File: src/rtl/serial_mac_relu_if.sv
// Handshake bundle for serial_mac_relu: start, beat input (din/weight), result output and busy.
interface serial_mac_relu_if #(
  parameter int DATA_W = 8,
  parameter int ACC_W  = 18
);
  logic              start;
  logic              din_valid;
  logic              din_ready;
  logic [DATA_W-1:0] din;
  logic [DATA_W-1:0] weight;
  logic [ACC_W-1:0]  dout_relu;
  logic              dout_valid;
  logic              dout_ready;
  logic              busy;

  modport master (
    output start, din_valid, din, weight, dout_ready,
    input  din_ready, dout_relu, dout_valid, busy
  );

  modport slave (
    input  start, din_valid, din, weight, dout_ready,
    output din_ready, dout_relu, dout_valid, busy
  );
endinterface

File: src/rtl/serial_mac_relu.sv
// Serial MAC neuron core: accumulates N_INPUTS unsigned*signed products, outputs ReLU'd sum.
// Optional MAC_SAT_EN: clamp positive results to all ones instead of truncating to ACC_W bits.
module serial_mac_relu #(
  parameter int N_INPUTS = 8,
  parameter int DATA_W   = 8,
  parameter int ACC_W    = 18
) (
  input logic              clk,
  input logic              rst_n,
  serial_mac_relu_if.slave bus
);
  localparam int PROD_W = 2*DATA_W + 1;
  localparam int CNT_W  = $clog2(N_INPUTS);
  localparam int SUM_W  = PROD_W + CNT_W;
  localparam logic [CNT_W-1:0] LAST = CNT_W'(N_INPUTS - 1);

  typedef enum logic [1:0] {S_IDLE, S_ACCUM, S_OUT} state_t;

  state_t                   state_q, state_d;
  logic signed [SUM_W-1:0]  acc_q, acc_d;
  logic [CNT_W-1:0]         cnt_q, cnt_d;
  logic [ACC_W-1:0]         dout_q, dout_d;
  logic                     valid_q, valid_d;

  logic signed [PROD_W-1:0] din_ext, w_ext, prod;
  logic signed [SUM_W-1:0]  sum;
  logic [ACC_W-1:0]         relu;

  // Operands widened to the full product width so the multiply is exact without width casts.
  assign din_ext = {{(PROD_W-DATA_W){1'b0}}, bus.din};
  assign w_ext   = {{(PROD_W-DATA_W){bus.weight[DATA_W-1]}}, bus.weight};
  assign prod    = din_ext * w_ext;
  assign sum     = acc_q + $signed({{CNT_W{prod[PROD_W-1]}}, prod});

`ifdef MAC_SAT_EN
  localparam int EXT_W = SUM_W + ACC_W;
  localparam logic [EXT_W-1:0] MAX_EXT = {{SUM_W{1'b0}}, {ACC_W{1'b1}}};
  logic [EXT_W-1:0] sum_ext;
  assign sum_ext = {{ACC_W{1'b0}}, sum};

  always_comb begin
    relu = '0;
    if (!sum[SUM_W-1]) begin
      if (sum_ext > MAX_EXT) relu = '1;
      else                   relu = sum_ext[ACC_W-1:0];
    end
  end
`else
  always_comb begin
    relu = '0;
    if (!sum[SUM_W-1]) relu = ACC_W'(sum);
  end
`endif

  always_comb begin
    state_d = state_q;
    acc_d   = acc_q;
    cnt_d   = cnt_q;
    dout_d  = dout_q;
    valid_d = valid_q;
    case (state_q)
      S_IDLE: begin
        if (bus.start) begin
          state_d = S_ACCUM;
          acc_d   = '0;
          cnt_d   = '0;
        end
      end
      S_ACCUM: begin
        if (bus.din_valid) begin
          acc_d = sum;
          cnt_d = cnt_q + 1'b1;
          if (cnt_q == LAST) begin
            state_d = S_OUT;
            dout_d  = relu;
            valid_d = 1'b1;
          end
        end
      end
      S_OUT: begin
        if (bus.dout_ready) begin
          state_d = S_IDLE;
          valid_d = 1'b0;
        end
      end
      default: state_d = S_IDLE;
    endcase
  end

  always_ff @(posedge clk or negedge rst_n) begin
    if (!rst_n) begin
      state_q <= S_IDLE;
      acc_q   <= '0;
      cnt_q   <= '0;
      dout_q  <= '0;
      valid_q <= 1'b0;
    end else begin
      state_q <= state_d;
      acc_q   <= acc_d;
      cnt_q   <= cnt_d;
      dout_q  <= dout_d;
      valid_q <= valid_d;
    end
  end

  assign bus.din_ready  = (state_q == S_ACCUM);
  assign bus.busy       = (state_q != S_IDLE);
  assign bus.dout_relu  = dout_q;
  assign bus.dout_valid = valid_q;
endmodule
File: src/flat_wrapper.sv
// flat-port wrapper written by rule: the top's interface ports become plain ports
module serial_mac_relu_flat 
#(
  parameter int N_INPUTS = 8,
  parameter int DATA_W   = 8,
  parameter int ACC_W    = 18
)
  (clk, rst_n, bus_start, bus_din_valid, bus_din, bus_weight, bus_dout_ready, bus_din_ready, bus_dout_relu, bus_dout_valid, bus_busy);
  serial_mac_relu_if #(.DATA_W(DATA_W), .ACC_W(ACC_W)) bus_i ();
  input logic clk;
  input logic rst_n;
  input wire logic [$bits(bus_i.start)-1:0] bus_start;
  input wire logic [$bits(bus_i.din_valid)-1:0] bus_din_valid;
  input wire logic [$bits(bus_i.din)-1:0] bus_din;
  input wire logic [$bits(bus_i.weight)-1:0] bus_weight;
  input wire logic [$bits(bus_i.dout_ready)-1:0] bus_dout_ready;
  output wire logic [$bits(bus_i.din_ready)-1:0] bus_din_ready;
  output wire logic [$bits(bus_i.dout_relu)-1:0] bus_dout_relu;
  output wire logic [$bits(bus_i.dout_valid)-1:0] bus_dout_valid;
  output wire logic [$bits(bus_i.busy)-1:0] bus_busy;
  assign bus_i.start = bus_start;
  assign bus_i.din_valid = bus_din_valid;
  assign bus_i.din = bus_din;
  assign bus_i.weight = bus_weight;
  assign bus_i.dout_ready = bus_dout_ready;
  assign bus_din_ready = bus_i.din_ready;
  assign bus_dout_relu = bus_i.dout_relu;
  assign bus_dout_valid = bus_i.dout_valid;
  assign bus_busy = bus_i.busy;
  serial_mac_relu #(.N_INPUTS(N_INPUTS), .DATA_W(DATA_W), .ACC_W(ACC_W)) u_core (.clk(clk), .rst_n(rst_n), .bus(bus_i));
endmodule
File: config.mk
export PLATFORM = sky130hd
export DESIGN_NAME = serial_mac_relu_flat
export DESIGN_NICKNAME = d
export VERILOG_FILES = /design/src/rtl/serial_mac_relu_if.sv /design/src/rtl/serial_mac_relu.sv /design/src/flat_wrapper.sv
export SDC_FILE = /design/constraint.sdc
export NUM_CORES = 1
export LEC_CHECK = 0
export BUFFER_PORTS_ARGS = -buffer_cell sky130_fd_sc_hd__buf_4
export CAP_MARGIN = 20
export CORE_MARGIN = 4
export CORE_UTILIZATION = 60
export CTS_CLUSTER_DIAMETER = 150
export DETAILED_ROUTE_END_ITERATION = 6
export GPL_TIMING_DRIVEN = 1
export MAX_ROUTING_LAYER = met4
export PLACE_DENSITY = 0.8
export SLEW_MARGIN = 20
export SYNTH_ARGS = -nofsm -noshare
export SYNTH_HDL_FRONTEND = slang
export SYNTH_SLANG_ARGS = --single-unit
File: constraint.sdc
create_clock -name clk -period 9.35 [get_ports clk]
set_clock_uncertainty 0.2 [all_clocks]
set_input_delay 1.4025 -clock clk [delete_from_list [all_inputs] [get_ports clk]]
set_output_delay 1.4025 -clock clk [all_outputs]
set_load 0.03 [all_outputs]
==> metrics.cfg, run 1 <==
[synthesis]
yosys_register_bits = 44
synth_common_cells = 89 x nand2_1, 72 x inv_1, 62 x ha_1, 51 x fa_1, 44 x dfrtp_1
synth_top_area_share = 0.238
synth_ff_type = dfrtp_1
synth_nets = 618
syn_area_sq_um = 4620
synth_warnings = 0
synth_area_leaders = dfrtp_1 24%, fa_1 22%, ha_1 17%, nand2_1 7.2%, inv_1 5.9%
synth.most_common_cell = nand2_1
async_flop_share = 1.00
synth_largest_area_cell = dfrtp_1
seq_area_frac_synth = 0.238
synth-edff-count = 0
syn_inst = 484
syn_area_per_cell_sq_um = 9.54
ys_types = 42

[finish]
drive_above_1_share = 0.109
fill_cells = 581
n_antenna_cell = 0
synthToLayoutAreaGrowth_pct = 10.7
nets = 654

[die]
io-pin-count = 42
start_util = 0.627
die_w_microns = 95.7
die_h_microns = 95.7
rows = 31
die-area_sq_um = 9170
coreArea_sq_um = 7370

[setup_path]
crit_type = in2reg
crit_required_ns = 9.31
crit_fanout = 19
critPathLaunchType = input pin
endpoint_kind = flip-flop
arrival_ns = 6.08

[cts]
post_cts_resized = 0
postCtsSetupBuffers = 0
root_buffer = clkbuf_8
cts_max_level = 2
clk_pin_slew_ns = 0.08
clk_latency_ns = 0.31
clkSinkCount = 44
cts_tree = built
numCtsBuffers = 5
cts_hold_buf = 0
clk_path_buf_depth = 2

[place]
place.gp.congestion = 0.896
dp_hpwl_microns = 7920
portBuffers = 41

[route]
post_drt_wl_per_cell_microns = 15.6
via_per_inst = 5.53
wl_met1_microns = 4440
route.met2.wl_microns = 4760
vias = 3426
drtAntennaViolNets = 0
drc = 0
drtPass1Iterations = 4
maxUsedRoutingLayer = met4
dr.first_iter.drc_count = 153
wl_met3_microns = 393
wl_microns = 9680

[timing]
min_period_over_period = 0.655
setup_viol = 0
whs_ns = 0.284
relSlewSlack = 0.389
worst-slew-pin-transition_ns = 0.915
slew_violations = 0
setup_tns_ns = 0
hold_viol = 0
rsz0062_at_grt = no
period_minus_slack_ns = 6.12
fmax_mhz = 163

[global_route]
track_usage = 0.247
antenna_found_initial = 0
grt_start_max_net_pins = 45
grt_pass1_wl_microns = 17200
grt_pass1_vias = 3537
grt-ovfl-total = 0

[job]
cap_violations = 0

[min_path]
worstHoldPathType = reg2reg

[outcome]
outcome = finished clean

critical path, stage by stage:
cell and delay [ns]:
buf_4 0.14, nand2b_1 0.17, fa_1 0.51, fa_1 0.55
inv_1 0.06, fa_1 0.50, fa_1 0.59, fa_1 0.43
ha_1 0.38, o211a_1 0.19, a211o_1 0.16, a31oi_2 0.11
o21ba_4 0.23, xnor2_4 0.45, o21ai_0 0.19
registers in the layout (all words and copies together), names as in the netlist:
register	flops
u_core.acc_q	20
u_core.bus.dout_relu	18
u_core.cnt_q	3
u_core.state_q	2
u_core.bus.dout_valid	1
worst paths after layout:
kind / startpoint / end / slack (ns) / cells past startpoint
setup / recovery: bus_din[0] / u_core.bus.dout_relu[0]$_DFFE_PN0P_ / 3.23 / 15
hold / removal: u_core.state_q[1]$_DFFE_PN0P_ / u_core.state_q[0]$_DFFE_PN0P_ / 0.28 / 1
setup reg to reg: u_core.acc_q[6]$_DFFE_PN0P_ / u_core.bus.dout_relu[0]$_DFFE_PN0P_ / 4.29 / 16
hold reg to reg: u_core.state_q[1]$_DFFE_PN0P_ / u_core.state_q[0]$_DFFE_PN0P_ / 0.28 / 1
max in group asynchronous: rst_n / u_core.acc_q[14]$_DFFE_PN0P_ / 7.69 / 1
min in group asynchronous: rst_n / u_core.bus.dout_relu[1]$_DFFE_PN0P_ / 0.88 / 1
per-stage QoR:
stage,area (sq um),util,setup WS [ns],cells
finish,5110,0.694,3.23,620
detailed placement,5000,0.678,2.89,612
global placement,5000,0.678,3.01,612
CTS,5110,0.694,3.23,620
global route,5110,0.694,2.98,620
floorplan,4620,-,3.27,484
final cells by class:
class,instances,area (sq um),area share
sequential,44,1100,0.215
clock inverter,3,46.3,0.00905
multi-input combinational,354,3190,0.623
inverter,73,274,0.0536
clock buffer,5,68.8,0.0135
timing repair buffer,42,315,0.0616
tap,99,124,0.0242
per-layer routing:
layer  up-vias  GRT usage
li1       1645          -
met1      1693      0.340
met2        77      0.406
met3        11     0.0266
met4         0     0.0379
met5         -          -
cells in the final DEF, fill, tap and decap left out, drive strengths merged, types with 11 or more instances in the layout:
master / instances
nand2: 89
inv: 73
ha: 62
fa: 51
dfrtp: 44
buf: 42
and2: 29
o21ai: 26
o31ai: 12
xnor2: 11
a21oi: 11
logic make-up (layout without fill, tap and decap cells):
| family | Yosys count | after routing | synth area share |
|---|---|---|---|
| AOI/OAI and AO/OA | 81 | 81 | 0.123 |
| xor gates and xnor gates | 17 | 17 | 0.0363 |
| adders and majority gates | 113 | 113 | 0.389 |
| buffers and inverters | 86 | 123 | 0.0729 |
| DFF | 44 | 44 | 0.238 |
| and+or+nand+nor | 143 | 143 | 0.141 |
Power of run 1 is not shown: default switching activity piles up to over one toggle a cycle in this logic, so the estimate is an artifact.
==> inputs of run 2 (changes only) <==
--- a/config.mk
+++ b/config.mk
@@ -5,6 +5,7 @@
 export SDC_FILE = /design/constraint.sdc
 export NUM_CORES = 1
 export LEC_CHECK = 0
+export ABC_AREA = 1
 export BUFFER_PORTS_ARGS = -buffer_cell sky130_fd_sc_hd__buf_4
 export CAP_MARGIN = 20
 export CORE_MARGIN = 4
==> constraint.sdc (replaced) <==
create_clock -name clk -period 5.95 [get_ports clk]
set_clock_uncertainty 0.2 [all_clocks]
set_input_delay 0.8925 -clock clk [delete_from_list [all_inputs] [get_ports clk]]
set_output_delay 0.8925 -clock clk [all_outputs]
set_load 0.03 [all_outputs]
==> run 2 against run 1 <==
  * Register-to-register slack got worse by 3.0 ns
  * Cell area increased by 7.2%
  * Critical path depth increased by 4
  * Sequential share of layout area decreased by 1.4 points
  * Critical path type unchanged
  * Hold slack improved by 0.0039 ns
  * Final cell count increased by 25%
  * Clock-buffer cell count unchanged
==> metrics.cfg, run 2 <==
[finish]
final_cell_mix = 205 x nand2_1, 141 x inv_1, 62 x ha_1  ; was 89 x nand2_1, 72 x inv_1, 62 x ha_1
nets = 804  ; was 654
synthToLayoutAreaGrowth_pct = 9.06  ; was 10.7%
largest_reg_flops = 20  ; unchanged
fin_cells = 776  ; was 620
final_common_cell = nand2_1  ; unchanged
final_util = 0.671  ; was 0.694
largest-register = u_core.acc_q  ; unchanged
multiInputGateArea_sq_um = 3280  ; was 3190 sq um
fill_cells = 713  ; was 581
register_area_sq_um = 1100  ; unchanged
drive_above_1_share = 0.115  ; was 0.109
n_antenna_cell = 0  ; unchanged

[timing]
period_minus_slack_ns = 5.50
rsz0062_at_grt = no  ; unchanged
worst-slew-pin-transition_ns = 0.796  ; was 0.915 ns
setup_viol = 0  ; unchanged
fmax_mhz = 182
setup_tns_ns = 0  ; unchanged
hold_viol = 0  ; unchanged
min_period_over_period = 0.925
slew_violations = 0  ; unchanged
relSlewSlack = 0.467  ; was 0.389
setup_slack_ns = 0.447  ; was 3.23 ns

[synthesis]
syn_area_per_cell_sq_um = 7.82  ; was 9.54 sq um
synth_ff_type = dfrtp_1  ; unchanged
seq_area_frac_synth = 0.219  ; was 0.238
syn_inst = 643  ; was 484
syn_area_sq_um = 5030  ; was 4620 sq um
synth_warnings = 0  ; unchanged
yosys_register_bits = 44  ; unchanged
synth.most_common_cell = nand2_1  ; unchanged
synth_area_leaders = dfrtp_1 22%, fa_1 20%, ha_1 15%, nand2_1 15%, inv_1 11%  ; was dfrtp_1 24%, fa_1 22%, ha_1 17%, nand2_1 7.2%, inv_1 5.9%
async_flop_share = 1.00  ; unchanged
synth_largest_area_cell = dfrtp_1  ; unchanged
synth_common_cells = 205 x nand2_1, 141 x inv_1, 62 x ha_1, 51 x fa_1, 44 x dfrtp_1  ; was 89 x nand2_1, 72 x inv_1, 62 x ha_1, 51 x fa_1, 44 x dfrtp_1
synth_top_area_share = 0.219  ; was 0.238
ys_types = 31  ; was 42
synth_nets = 777  ; was 618
synth-edff-count = 0  ; unchanged

[outcome]
outcome = finished clean  ; unchanged

[cts]
cts_tree = built  ; unchanged
cts_max_level = 2  ; unchanged
postCtsSetupBuffers = 0  ; unchanged
clk_path_buf_depth = 2  ; unchanged
clkSinkCount = 44  ; unchanged
clk_latency_ns = 0.31  ; about the same
clk_pin_slew_ns = 0.09  ; was 0.08 ns
cts_hold_buf = 0  ; unchanged
numCtsBuffers = 5  ; unchanged
root_buffer = clkbuf_8  ; unchanged
post_cts_resized = 0  ; unchanged

[setup_path]
critPathLaunchType = input pin  ; unchanged
crit_type = in2reg  ; unchanged
crit_required_ns = 5.95  ; was 9.31 ns
crit_fanout = 19  ; unchanged
arrival_ns = 5.50  ; was 6.08 ns
endpoint_kind = flip-flop  ; unchanged

[place]
place.gp.congestion = 0.983  ; was 0.896
dpl.cell_count = 768  ; was 612
portBuffers = 41  ; unchanged
dp_slack_ns = 0.115  ; was 2.89 ns
dp_hpwl_microns = 9330  ; was 7920 microns

[global_route]
grt_start_max_net_pins = 45  ; unchanged
grt_pass1_wl_microns = 19800  ; was 17,200 microns
antenna_found_initial = 0  ; unchanged
grt_pass1_vias = 4239  ; was 3,537
grt-ovfl-total = 0  ; unchanged
track_usage = 0.256  ; was 0.247

[route]
vias = 4010  ; was 3,426
dr.first_iter.drc_count = 263  ; was 153
post_drt_wl_per_cell_microns = 14.5  ; was 15.6 microns
drtPass1Iterations = 4  ; unchanged
wl_microns = 11200  ; was 9680 microns
via_per_inst = 5.17  ; was 5.53
drtAntennaViolNets = 0  ; unchanged
drc = 0  ; unchanged

[die]
io-pin-count = 42  ; unchanged
die_h_microns = 99.5  ; was 95.7 microns
die_w_microns = 99.5  ; was 95.7 microns
coreArea_sq_um = 8180  ; was 7370 sq um
die-area_sq_um = 9910  ; was 9170 sq um
rows = 33  ; was 31
start_util = 0.615  ; was 0.627

[min_path]
worstHoldPathType = reg2reg  ; unchanged

[job]
cap_violations = 0  ; unchanged

-- run 2: metal layers --
| layer | share of wire | global-route usage | vias up |
|---|---|---|---|
| li1 | - | - | 1975 |
| met1 | 0.42 | 0.319 | 1931 |
| met2 | 0.51 | 0.431 | 86 |
| met3 | 0.042 | 0.0386 | 18 |
| met4 | 0.023 | 0.0830 | 0 |
| met5 | 0 | - | - |
-- run 2: layout make-up --
type                    instances  share of cell area
multi-input cells             433               0.598
repair buffers                 43              0.0589
clock buffers                   5              0.0125
well taps                     105              0.0240
inverters                     143              0.0979
flip-flops and latches         44               0.201
clock inverters                 3             0.00844
-- run 2: critical path, stage by stage --
cell	delay, ns
buf_4	0.14
clkinv_1	0.15
or2_2	0.32
fa_1	0.52
fa_1	0.55
inv_1	0.05
fa_1	0.50
fa_1	0.59
fa_1	0.43
ha_1	0.39
nand2_2	0.09
nor2_1	0.13
nand2_1	0.08
nand2_2	0.07
nand2_1	0.06
nand3_1	0.14
nand2_4	0.19
nand3_1	0.14
nand2_1	0.05
-- run 2: kinds of logic after synthesis --
family | count (synthesis) | share of synthesized area
adders and majority gates | 113 | 0.357
buffers and inverters | 166 | 0.129
AOI/OAI and AO/OA | 26 | 0.0309
xor gates and xnor gates | 9 | 0.0157
DFF | 44 | 0.219
and+or+nand+nor | 285 | 0.248
-- run 2: final timing paths --
check	slack, ns	end	start	cells after the start
min in group asynchronous	0.37	u_core.acc_q[2]$_DFFE_PN0P_	rst_n	1
max in group asynchronous	4.78	u_core.acc_q[14]$_DFFE_PN0P_	rst_n	1
setup reg to reg	1.28	u_core.bus.dout_relu[10]$_DFFE_PN0P_	u_core.acc_q[4]$_DFFE_PN0P_	20
hold reg to reg	0.29	u_core.state_q[1]$_DFFE_PN0P_	u_core.state_q[0]$_DFFE_PN0P_	1
hold / removal	0.29	u_core.state_q[1]$_DFFE_PN0P_	u_core.state_q[0]$_DFFE_PN0P_	1
setup / recovery	0.45	u_core.bus.dout_relu[7]$_DFFE_PN0P_	bus_weight[7]	19
-- run 2: through the flow --
step / hold slack [ns] / instance area [sq um]
floorplan: 0.252 / 5030
global route: 0.304 / 5480
global placement: 0.265 / 5370
detailed placement: 0.267 / 5370
finish: 0.287 / 5480
CTS: 0.285 / 5480
Power of run 2 is left out for the same reason.
